**src/rtl/chip_link_rx.sv**
```systemverilog
// Off-chip link receiver: four-phase flit handshake with parity check, assembling FLITS flits MSB-first into one packet.
// Ack rises 4 edges after valid is first sampled; a full packet held by the router stalls the ack of the next packet's last flit.
module chip_link_rx #(
  parameter int CHIPDATA_WIDTH = 16,
  parameter int PKT_WIDTH      = 64
) (
  input  logic                      clk,
  input  logic                      rst_n,
  input  logic [CHIPDATA_WIDTH-1:0] recv_data_in,
  input  logic                      recv_data_valid,
  input  logic                      recv_data_par,
  output logic                      recv_data_ready,
  output logic                      recv_data_err,
  output logic [PKT_WIDTH-1:0]      pkt_data,
  output logic                      pkt_valid,
  input  logic                      pkt_ready,
  output logic [7:0]                err_cnt
);

  localparam int FLITS = PKT_WIDTH / CHIPDATA_WIDTH;
  localparam int IDX_W = (FLITS > 1) ? $clog2(FLITS) : 1;
  localparam logic [IDX_W-1:0] LAST_IDX = IDX_W'(FLITS - 1);

  if (PKT_WIDTH % CHIPDATA_WIDTH != 0) begin : g_bad_width
    $error("chip_link_rx: PKT_WIDTH must be a multiple of CHIPDATA_WIDTH");
  end

  typedef enum logic [1:0] {IDLE, CHECK, ACK} state_t;

  state_t                    state_q, state_d;
  logic [1:0]                sync_q, sync_d;
  logic [CHIPDATA_WIDTH-1:0] flit_q, flit_d;
  logic                      par_q, par_d;
  logic [IDX_W-1:0]          idx_q, idx_d;
  logic [PKT_WIDTH-1:0]      asm_q, asm_d;
  logic                      ready_q, ready_d;
  logic                      err_q, err_d;
  logic [7:0]                cnt_q, cnt_d;
  logic [PKT_WIDTH-1:0]      pkt_data_q, pkt_data_d;
  logic                      pkt_valid_q, pkt_valid_d;
  logic [PKT_WIDTH-1:0]      full_pkt;
  logic                      valid_s;

  assign valid_s = sync_q[1];

  always_comb begin
    state_d     = state_q;
    sync_d      = {sync_q[0], recv_data_valid};
    flit_d      = flit_q;
    par_d       = par_q;
    idx_d       = idx_q;
    asm_d       = asm_q;
    ready_d     = ready_q;
    err_d       = err_q;
    cnt_d       = cnt_q;
    pkt_data_d  = pkt_data_q;
    pkt_valid_d = pkt_valid_q & ~pkt_ready;
    // The last flit goes straight into the packet; it is never written to asm_q.
    full_pkt                   = asm_q;
    full_pkt[CHIPDATA_WIDTH-1:0] = flit_q;

    unique case (state_q)
      IDLE: begin
        ready_d = 1'b0;
        err_d   = 1'b0;
        if (valid_s) begin
          flit_d  = recv_data_in;
          par_d   = recv_data_par;
          state_d = CHECK;
        end
      end
      CHECK: begin
        if ((^flit_q) != par_q) begin
          err_d   = 1'b1;
          ready_d = 1'b1;
          cnt_d   = (cnt_q == 8'hFF) ? cnt_q : cnt_q + 8'd1;
          state_d = ACK;
        end else if (idx_q != LAST_IDX) begin
          for (int i = 0; i < FLITS; i++) begin
            if (idx_q == IDX_W'(i)) begin
              asm_d[PKT_WIDTH-1-i*CHIPDATA_WIDTH -: CHIPDATA_WIDTH] = flit_q;
            end
          end
          idx_d   = idx_q + IDX_W'(1);
          ready_d = 1'b1;
          err_d   = 1'b0;
          state_d = ACK;
        end else if (!pkt_valid_q || pkt_ready) begin
          pkt_data_d  = full_pkt;
          pkt_valid_d = 1'b1;
          idx_d       = '0;
          ready_d     = 1'b1;
          err_d       = 1'b0;
          state_d     = ACK;
        end
      end
      ACK: begin
        if (!valid_s) begin
          ready_d = 1'b0;
          err_d   = 1'b0;
          state_d = IDLE;
        end
      end
      default: state_d = IDLE;
    endcase
  end

  always_ff @(posedge clk or negedge rst_n) begin
    if (!rst_n) begin
      state_q     <= IDLE;
      sync_q      <= '0;
      flit_q      <= '0;
      par_q       <= 1'b0;
      idx_q       <= '0;
      asm_q       <= '0;
      ready_q     <= 1'b0;
      err_q       <= 1'b0;
      cnt_q       <= '0;
      pkt_data_q  <= '0;
      pkt_valid_q <= 1'b0;
    end else begin
      state_q     <= state_d;
      sync_q      <= sync_d;
      flit_q      <= flit_d;
      par_q       <= par_d;
      idx_q       <= idx_d;
      asm_q       <= asm_d;
      ready_q     <= ready_d;
      err_q       <= err_d;
      cnt_q       <= cnt_d;
      pkt_data_q  <= pkt_data_d;
      pkt_valid_q <= pkt_valid_d;
    end
  end

  assign recv_data_ready = ready_q;
  assign recv_data_err   = err_q;
  assign pkt_data        = pkt_data_q;
  assign pkt_valid       = pkt_valid_q;
  assign err_cnt         = cnt_q;

endmodule

```
**config.mk**
```make
export PLATFORM = sky130hd
export DESIGN_NAME = chip_link_rx
export DESIGN_NICKNAME = d
export VERILOG_FILES = /design/src/rtl/chip_link_rx.sv
export SDC_FILE = /design/constraint.sdc
export NUM_CORES = 1
export LEC_CHECK = 0
export CAP_MARGIN = 40
export CORE_ASPECT_RATIO = 1.75
export CORE_UTILIZATION = 53
export DETAILED_ROUTE_END_ITERATION = 16
export GPL_TIMING_DRIVEN = 0
export PLACE_DENSITY = 0.84
export SYNTH_ARGS = -nofsm -noshare
export SYNTH_HDL_FRONTEND = slang
export SYNTH_SLANG_ARGS = --single-unit
```
**constraint.sdc**
```tcl
create_clock -name clk -period 2.8 [get_ports clk]
set_input_delay 0.56 -clock clk [delete_from_list [all_inputs] [get_ports clk]]
set_output_delay 0.56 -clock clk [all_outputs]
set_load 0.01 [all_outputs]
```
Word level (Yosys, flattened, before mapping)
Index checks and enable logic that the tools add are counted.
- eq/ne operators: 10
- $add $sub $neg: 2
- reductions and logical operators: 16
- multiplexer cells: 21
- bitwise logic cells: 5
- operators by type and width (kind ; count):
    4-bit AND reduction ; 4
    16-bit parity ; 1
    2-bit two-way mux ; 7
    3-bit AND reduction ; 4
    1-bit two-way mux ; 11
    8-bit by 1-bit adder with 8-bit output, second input constant ; 1
    8-bit equality test, second input constant ; 1
    2-bit != test, second input constant ; 3
    1-bit case mux with 3 select lines ; 2
    2-bit case mux with 3 select lines ; 1
    2-bit by 1-bit equality test with 1-bit output, second input constant ; 2
    2-bit equality test, second input constant ; 2
    2-bit zero test ; 2
    4-bit != test, second input constant ; 1
    1-bit inverter ; 4
    3-bit nonzero test ; 1
    2-bit by 1-bit adder with 2-bit output, second input constant ; 1
    2-bit AND reduction ; 1
    2-bit nonzero test ; 1
    1-bit AND ; 1
    1-bit zero test ; 1
    1-bit logical OR ; 1
    1-bit != test ; 1
- word-level logic and storage cells: 67
- register bits: 146

Longest topological paths before layout
Gate-level depths: netlist (run 1).
- depth in word-level cells: 6
- gate-level depth with buffers: 6

Least setup slack after synthesis (run 1)
OpenSTA, ideal clock, no wires.
- path kind: register -> register
- from: reg flit_q[12]
- to: reg pkt_data_q[12], in the netlist pkt_data[12]
- clock period less this slack: 2.587 ns
- setup slack: 0.213 ns
- cell stages (with the launch flop): 7
- arrival time: 2.462 ns
- cells stage by stage: dfrtp_1 xnor3_1 xnor3_1 xnor3_1 nor3_4 buf_6 mux2_2
- word-level cells in the longest chain between the ends: 4
- RTL lines (element ; RTL line ; RTL):
    start: declaration ; 32 ; logic [CHIPDATA_WIDTH-1:0] flit_q, flit_d;
    start signal: assignment ; 124 ; flit_q <= flit_d;
    16-bit parity ; 73 ; if ((^flit_q) != par_q) begin
    1-bit != test ; 73 ;
    1-bit inverter (no line) ; n/a ;
    4-bit AND reduction (no line) ; n/a ;
    end signal: assignment ; 131 ; pkt_data_q <= pkt_data_d;
    end: declaration ; 39 ; logic [PKT_WIDTH-1:0] pkt_data_q, pkt_data_d;
Several ways; a longest one is shown, not always the timed one.
A chain may end at the register's enable or synchronous reset.

Worst setup path after layout (run 1)
- from: reg flit_q[12]
- to: reg asm_q[55]
- word-level cells in the longest chain between the ends: 4
- RTL lines (element ; RTL line ; RTL):
    16-bit parity ; 73 ;
    1-bit != test ; 73 ;
    1-bit inverter (no line) ; n/a ;
    4-bit AND reduction (no line) ; n/a ;
    end signal: assignment ; 127 ; asm_q <= asm_d;
    end: declaration ; 35 ; logic [PKT_WIDTH-1:0] asm_q, asm_d;
No other way between the ends.

==> results of run 1 <==
## registers in the layout (all words and copies together) (netlist names)
name and cells:
asm_q 48, err_cnt 8, flit_q 16, idx_q 2, par_q 1, pkt_data 64
pkt_valid 1, recv_data_err 1, recv_data_ready 1, state_q 2, sync_q 2
## cells in the mapped netlist (2+ instances only)
cell        n  area (um^2)
dfrtp_1   146         3650
xnor3_1     4         90.1
nand2b_1    2         12.5
xor2_1      3         26.3
nor2b_1     2         12.5
o21ai_0     5         25.0
nand2_1    10         37.5
nand3_1     3         15.0
mux2_2     75          845
clkbuf_1    3         11.3
buf_6       6         67.6
and3_1      2         12.5
mux2_1     57          642
ha_1        5         62.6
buf_2       3         15.0
nor4b_1     2         17.5
o21bai_1    2         15.0
a21oi_1     2         10.0
nor2_2      3         18.8
inv_1       3         11.3
xnor2_1    10         87.6
nor2_1      4         15.0
nand4_1     3         18.8
## path summary, 6_finish.rpt
path / slack, ns / start / cells after the start / to
hold / removal: 0.13 / rst_n / 1 / flit_q[6]
max in group asynchronous: 1.87 / rst_n / 2 / asm_q[44]
setup reg to reg: 0.1 / flit_q[12] / 7 / asm_q[55]
hold reg to reg: 0.35 / sync_q[0] / 0 / sync_q[1]
min in group clk: 0.35 / sync_q[0] / 0 / sync_q[1]
setup / recovery: 0.1 / flit_q[12] / 7 / asm_q[55]
## per-layer routing
metal	vias to the layer above	global-route usage, %	wire, um
met5	-	0	0
met2	84	44.7	7400
met4	0	9.96	262
met1	1824	28.2	4610
met3	21	6.19	430
li1	1522	-	-
## final cells by class
cell class	instances	share of cell area, %
plain buffers	12	1.33
repair buffers	104	13.6
multi-input cells	202	26.4
clock inverters	9	2.90
well taps	130	2.10
flip-flops and latches	146	47.2
clock buffers	22	6.26
inverters	3	0.146
## power breakdown
part | switching, mW | internal, mW
clock | 0.826 | 1.85
sequential | 0.674 | 2.96
combinational | 2.00 | 2.39
## critical path, stage by stage (launching register included)
cell     delay [ns]
dfrtp_1        0.45
xnor3_1        0.43
xnor3_1        0.39
xnor3_2        0.39
buf_4          0.20
nor2_4         0.12
buf_4          0.23
mux2_2         0.36
## through the flow
stage               hold WS, ns  setup TNS (ns)  setup WS [ns]
floorplan                 0.264               0          0.213
global placement          0.334         -640.47          -4.29
detailed placement        0.346          -18.21         -0.257
CTS                       0.138               0         0.0283
global route              0.161               0        0.00868
finish                    0.125               0         0.0959
## cell families (layout without fill, tap and decap cells)
| family | count (synthesis) | in the layout | synth area share, % |
|---|---|---|---|
| adder cells (fa/ha/maj) | 5 | 5 | 1.08 |
| buffers and inverters | 15 | 150 | 1.82 |
| AND/OR/NAND/NOR | 37 | 37 | 3.63 |
| flip-flops | 146 | 146 | 63.1 |
| multiplexers | 132 | 132 | 25.7 |
| XOR/XNOR | 17 | 17 | 3.52 |
| AO/OA/AOI/OAI | 11 | 11 | 1.12 |
## what timing repair did
| action | CTS | global route |
|---|---|---|
| setup buffers | 2 | 6 |
| gates resized for setup | 7 | 2 |
| pin swaps | 1 | 2 |
| setup endpoints to repair | 95 | 30 |
| hold buffers | 0 | 0 |
==> out/results.tsv, run 1 <==
metric	value	unit
run status	complete, no violations	
GP Congestion	0.761	
Setup Skew	0.00857	ns
GRT Overall Usage	25.2	%
P_leak	3.54	nW
core area	10600	um^2
CTS tree	built	
Starting Density	54.4	%
# diodes	0	
vias in the first global route	3827	
final slew viol count	0	
total power	10.7	mW
via count	3451	
EDFF count, synth	0	
maximum clock rate	0.370	GHz
htree depth	4	
register area share after synthesis	63.1	%
Root Buffer	clkbuf_16	
DRT iter0 DRCs	122	
Placed Cells incl. Taps	589	
endpoints failing setup	0	
pin count of the biggest net entering global routing	86	
Period minus WS final	2.70	ns
first-pass GRT wire length	20400	um
Post-DP Area	6930	um^2
asr flop ratio synth	100	%
Detail Route Antenna Nets	0	
crit end category	flip-flop	
Syn. warnings	0	
post-route insts no fill	628	
Die Ht	140	um
clk_lat worst skew	0.41	ns
Fin. Hold Viols	0	
# DRC	0	
Die Wd	81.0	um
P&R area growth vs syn	33.7	%
die area	11400	um^2
WP data required	3.09	ns
clk sinks	146	
clock slew at reported path FFs	0.06	ns
CP Max Fanout	10	
Worst EP arrival	3.00	ns
register area	3650	um^2
number of CTS-inserted buffers	17	
ys flop type	dfrtp_1	
Cells after Synth	363	
most common cell after layout, fill and taps aside	dfrtp_1	
RSZ-0062 raised after global routing	no	
Routed wire per std cell	20.2	um
Synth Cell Area	5790	um^2
final wirelength	12700	um
row cnt	50	
Tcrit/Tclk final	96.6	%
HPWL Detailed	8310	um
Slew headroom	52.8	%
P per Cell Area	1380	nW/um^2
gr ovfl total	0	
#FFs+latches synth	146	
Final Cell Area	7730	um^2
share of cells above drive strength 1	26.1	%
Worst-Margin Slew	0.708	ns
I/O pin count	96	
CP Launch Type	flip-flop	
Pre-antenna DRT Iters	4	
max_cap viols	0	
vias per cell	5.50	
Avg Synthesized Cell Area	15.9	um^2
final net count	512	
type of the tightest min-delay check	primary input to async pin	
number of fillers in the final layout	688	
PortBufs	95	
Multi-input gate area	2040	um^2
Max VDD drop	1.83	mV
initial antenna violation count	0	
Synth Net Count	389	
leading cell types in the layout, fill and taps excluded	dfrtp_1, clkdlybuf4s50_1, mux2_2	
maximum root-to-sink buffer count	2	
final core occ	72.7	%
Setup Crit Path Kind	flip-flop to flip-flop	
distinct cell type count after synthesis	31	
Note: power is estimated with default switching activity, not from simulation.
==> run 2, diff against run 1 <==
CORE_UTILIZATION = 48   (was 53)
PLACE_DENSITY = 0.81   (was 0.84)
clock period = 2.45 ns   (was 2.8 ns; I/O delays follow)
==> run 2 against run 1 <==
Net effect: the run now ends with setup timing left; final area grew 7.3%; total power grew 42%; sequential power grew 19%; die area grew 10%; via count grew 3.3%; non-clock buffer count grew 10; first-iteration DRC count grew 48%; final cell count grew 2.7%.
==> out/results.tsv, run 2 (synthesized netlist as in run 1, its figures left out) <==
metric	value	unit
Slew headroom	56.4	%
HPWL Detailed	8160	um
slowest stage delay, CP	0.47	ns
slowest CP cell	xnor3_2	
PortBufs	95	
setup TNS	-10.99	ns
Worst-Margin Slew	0.653	ns
number of CTS-inserted buffers	17	
failing checks	setup timing	
P&R area growth vs syn	43.4	%
Placed Cells incl. Taps	594	
Fin. Hold Viols	0	
P_leak	3.76	nW
register area	3670	um^2
htree depth	4	
final net count	523	
Starting Density	49.7	%
run status	complete, but fails checks	
Detail Route Antenna Nets	0	
WP data required	2.74	ns
clk sinks	146	
type of the tightest min-delay check	primary input to async pin	
Die Ht	147	um
pin count of the biggest net entering global routing	88	
CP Launch Type	flip-flop	
setup slack after layout	-0.175	ns
post-route insts no fill	645	
core area	11600	um^2
die area	12500	um^2
Routed wire per std cell	21.8	um
via count	3566	
Die Wd	85	um
Tcrit/Tclk final	107	%
first-pass GRT wire length	22400	um
final core occ	71.3	%
clock slew at reported path FFs	0.06	ns
max_cap viols	0	
endpoints failing setup	108	
# diodes	0	
cell mode on critical path	buf_12	
Worst EP arrival	2.92	ns
# DRC	0	
CP Max Fanout	10	
gr ovfl total	0	
leading cell types in the layout, fill and taps excluded	dfrtp_1, clkdlybuf4s50_1, mux2_4	
CTS tree	built	
GRT Overall Usage	24.2	%
I/O pin count	96	
Period minus WS final	2.63	ns
Max VDD drop	3.63	mV
Pre-antenna DRT Iters	4	
crit end category	flip-flop	
most common cell after layout, fill and taps aside	dfrtp_1	
max FFs per register	64	
Setup Skew	0.00840	ns
vias in the first global route	4002	
vias per cell	5.53	
clk_lat worst skew	0.41	ns
Root Buffer	clkbuf_16	
final slew viol count	0	
final wirelength	14100	um
number of fillers in the final layout	692	
Multi-input gate area	2440	um^2
row cnt	52	
maximum clock rate	0.381	GHz
GP Congestion	0.743	
share of cells above drive strength 1	39.6	%
maximum root-to-sink buffer count	2	
initial antenna violation count	0	
crit path cell chain	xnor2_1 > xnor3_1 > xnor3_2 > nor3_4 > buf_12 > buf_12 > mux2_2	
RSZ-0062 raised after global routing	yes	
P per Cell Area	1830	nW/um^2
Setup Crit Path Kind	flip-flop to flip-flop	
DRT iter0 DRCs	180	
[run 2: cell types whose count changed in the layout (fill, tap and decap cells not counted), sizes merged]
cell	before	now
buf	19	29
bufinv	7	4
clkbuf	25	22
clkinv	2	5
clkinvlp	0	3
inv	3	4
xnor3	4	5
[run 2: area by class of cell]
type | instances | share of cell area [%]
Sequential cell | 146 | 44.2
Multi-Input combinational cell | 203 | 29.4
Timing Repair Buffer | 116 | 14.8
Clock buffer | 19 | 5.34
Clock inverter | 13 | 2.22
Tap cell | 135 | 2.04
Buffer | 10 | 1.85
Inverter | 3 | 0.136
[run 2: per-layer routing]
layer,part of all wire (%),global-route usage (%),vias up
met5,0,0,-
met4,1.6,8.14,0
met3,3.6,6.01,18
met2,56,43.0,107
met1,39,28.3,1878
li1,-,-,1563
[run 2: path summary, 6_finish.rpt]
path                                 from            to  slack (ns)  cells after the start
min in group clk                sync_q[0]     sync_q[1]        0.35                      0
max in group asynchronous           rst_n     flit_q[6]        1.60                      2
worst max register to register  flit_q[3]  pkt_data[15]       -0.18                      7
worst min register to register  sync_q[0]     sync_q[1]        0.35                      0
worst min-delay path                rst_n  pkt_data[19]        0.05                      1
worst max-delay path            flit_q[3]  pkt_data[15]       -0.18                      7
[run 2: through the flow]
| stage | cell area, um^2 | hold WS, ns | power [mW] | setup slack, ns |
|---|---|---|---|---|
| after global placement | 6950 | 0.334 | 8.47 | -4.62 |
| final | 8300 | 0.0486 | 15.2 | -0.175 |
| after CTS | 8210 | 0.0581 | 14.5 | -0.150 |
| after floorplan | 5830 | 0.194 | 7.26 | -0.0124 |
| after global routing | 8300 | 0.0769 | 15.8 | -0.222 |
| after detailed placement | 6980 | 0.339 | 8.82 | -0.487 |
[run 2: critical path: cells and delay by family (launching register included)]
family | cells | cell delay [ns]
DFF | 1 | 0.45
and+or+nand+nor | 1 | 0.20
buffers and inverters | 2 | 0.37
muxes | 1 | 0.35
xor gates and xnor gates | 3 | 1.14
[run 2: what timing repair did]
action,4_1_cts,5_1_grt
pin swaps,6,3
endpoints found under the setup margin,116,126
cloned,4,0
buffers inserted,16,4
hold buffers,0,0
resized for setup,90,43
[run 2: report_power, final]
part | switching [mW] | leakage [nW] | internal [mW]
sequential | 0.870 | 1.85 | 3.47
clock | 1.00 | 0.299 | 1.73
combinational | 3.23 | 1.60 | 4.88
==> run 3, diff against run 2 <==
PLACE_DENSITY = 0.82   (was 0.81)
SLEW_MARGIN = 15   (was default)
==> run 3 against run 2 <==
Net effect: the run still ends with setup timing left; sequential power is essentially flat; first-iteration DRC count shrank 0.56%; global-route usage up 0.42 points; final cell count increased by 2.3%; non-clock buffer count up 16; sequential cell count stayed put; clock-buffer cell count rose by 3; clock skew about the same; critical path depth grew 1; total power rose by 12%; final area grew 3.8%; combinational power grew 17%; critical endpoint is now asm_q[47]; highest routed layer unchanged.
==> out/results.tsv, run 3 (synthesized netlist as in run 1, its figures left out) <==
metric	value	unit
Pre-antenna DRT Iters	4	
run status	complete, but fails checks	
r2r setup slk	-0.12	ns
share of cells above drive strength 1	44.8	%
most used routing layer	met2	
Die Ht	147	um
HPWL Detailed	8590	um
met3 Use GR	6.07	%
clk_lat worst skew	0.42	ns
Worst Reg-to-Reg Cells	8	
Die Wd	85	um
crit end category	flip-flop	
first-pass GRT wire length	22600	um
Detail Route Antenna Nets	0	
Max VDD drop	3.36	mV
Seq pwr share	25.8	%
die area	12500	um^2
pre-CTS setup slack	-0.421	ns
Slew headroom	50.3	%
initial antenna violation count	0	
Hold Slack	0.00888	ns
Sw Share	33.4	%
Root Buffer	clkbuf_16	
cts hold-fix bufs	0	
gr ovfl total	0	
P per Cell Area	1970	nW/um^2
clk sinks	146	
pin count of the biggest net entering global routing	84	
I/O pin count	96	
via count	3609	
vias per cell	5.47	
Multi-input gate area	2490	um^2
max FFs per register	64	
Worst-Margin Slew	0.743	ns
P_sw	5.66	mW
met1 Usage GRT	27.3	%
P&R area growth vs syn	48.8	%
P_leak	3.90	nW
most common cell after layout, fill and taps aside	dfrtp_1	
max_cap viols	0	
register area	3670	um^2
final slew viol count	0	
DRT iter0 DRCs	179	
design internal power	11.3	mW
# DRC	0	
CP Launch Type	flip-flop	
failing checks	setup timing	
maximum clock rate	0.390	GHz
htree depth	4	
RSZ-0062 raised after global routing	yes	
PortBufs	95	
vias in the first global route	4035	
Worst EP arrival	2.86	ns
GRT Overall Usage	24.6	%
endpoints failing setup	88	
CTS tree	built	
Starting Density	49.7	%
clock slew at reported path FFs	0.06	ns
CP Max Fanout	10	
WP data required	2.75	ns
row cnt	52	
setup slack after layout	-0.116	ns
Final Cell Area	8610	um^2
final wirelength	15300	um
total power	17.0	mW
worst r2r src	flit_q[3]	
GP Congestion	0.723	
Fin. Hold Viols	0	
Setup Skew	0.00815	ns
# diodes	0	
maximum root-to-sink buffer count	2	
number of fillers in the final layout	649	
leading cell types in the layout, fill and taps excluded	dfrtp_1, mux2_4, clkdlybuf4s50_1	
Comb power frac	56.1	%
Tcrit/Tclk final	105	%
Period minus WS final	2.57	ns
final net count	538	
Clk pwr share	18.1	%
Post-DP Area	6990	um^2
type of the tightest min-delay check	primary input to async pin	
number of CTS-inserted buffers	17	
Critical R2R Capture	asm_q[47]	
Routed wire per std cell	23.3	um
core area	11600	um^2
Setup Crit Path Kind	flip-flop to flip-flop	
GRT met2 Usage	43.8	%
## run 3: cell count changes in the layout (fill, tap and decap cells not counted), moves of 2 or more
cell and delta:
clkinvlp_4 -3, dfrtp_2 +2, clkinv_4 -2, clkbuf_8 +3
buf_4 +11, buf_8 +5, dfrtp_1 -2, clkbuf_2 -2
mux2_4 +15, mux2_1 -14, bufinv_16 +3
## run 3: power by group through the flow
stage	combinational [mW]	clock, mW	sequential (mW)
after floorplan	3.18	0	4.08
after global placement	4.27	0	4.19
after detailed placement	4.39	0	4.25
after CTS	8.00	3.09	4.30
after global routing	9.95	3.20	4.47
final	9.51	3.08	4.37
## run 3: worst max path at each step
stage,depth (start not counted),start,endpoint
after floorplan,6,flit_q[1],pkt_data[12]
after global placement,1,rst_n,flit_q[11]
after detailed placement,6,flit_q[5],pkt_data[29]
after CTS,8,flit_q[14],pkt_data[40]
after global routing,8,flit_q[2],asm_q[44]
final,8,flit_q[3],asm_q[47]
## run 3: area by class of cell
class | instances | share of cell area [%]
buffer | 11 | 2.01
clock buffer | 22 | 5.62
clock inverter | 10 | 2.62
inverter | 3 | 0.131
multi-input combinational | 202 | 28.9
sequential | 146 | 42.6
tap | 135 | 1.96
timing repair buffer | 131 | 16.2
## run 3: per-layer routing
layer  vias up  wire (um)
li1       1574          -
met1      1913       5650
met2       100       8740
met3        22        549
met4         0        409
met5         -          0
## run 3: worst max-delay path: stages (launching register included)
cell and delay, ns:
dfrtp_2 0.46, xnor2_2 0.13, xnor3_1 0.41, xnor3_2 0.45
buf_6 0.15, buf_4 0.15, nor2_4 0.15, buf_8 0.19
mux2_2 0.35
## run 3: stage by stage
stage,utilization (%),std cells,setup TNS [ns]
after floorplan,-,363,-0.393
after global placement,59.7,593,-690.80
after detailed placement,60.0,594,-35.96
after CTS,71.6,654,-4.07
after global routing,73.9,660,-10.95
final,73.9,660,-4.10
## run 3: repair_timing
action | 4_1_cts | 5_1_grt
gates cloned | 4 | 1
endpoints found under the setup margin | 115 | 115
resized for setup | 86 | 69
setup buffers | 25 | 8
pin swaps | 6 | 5
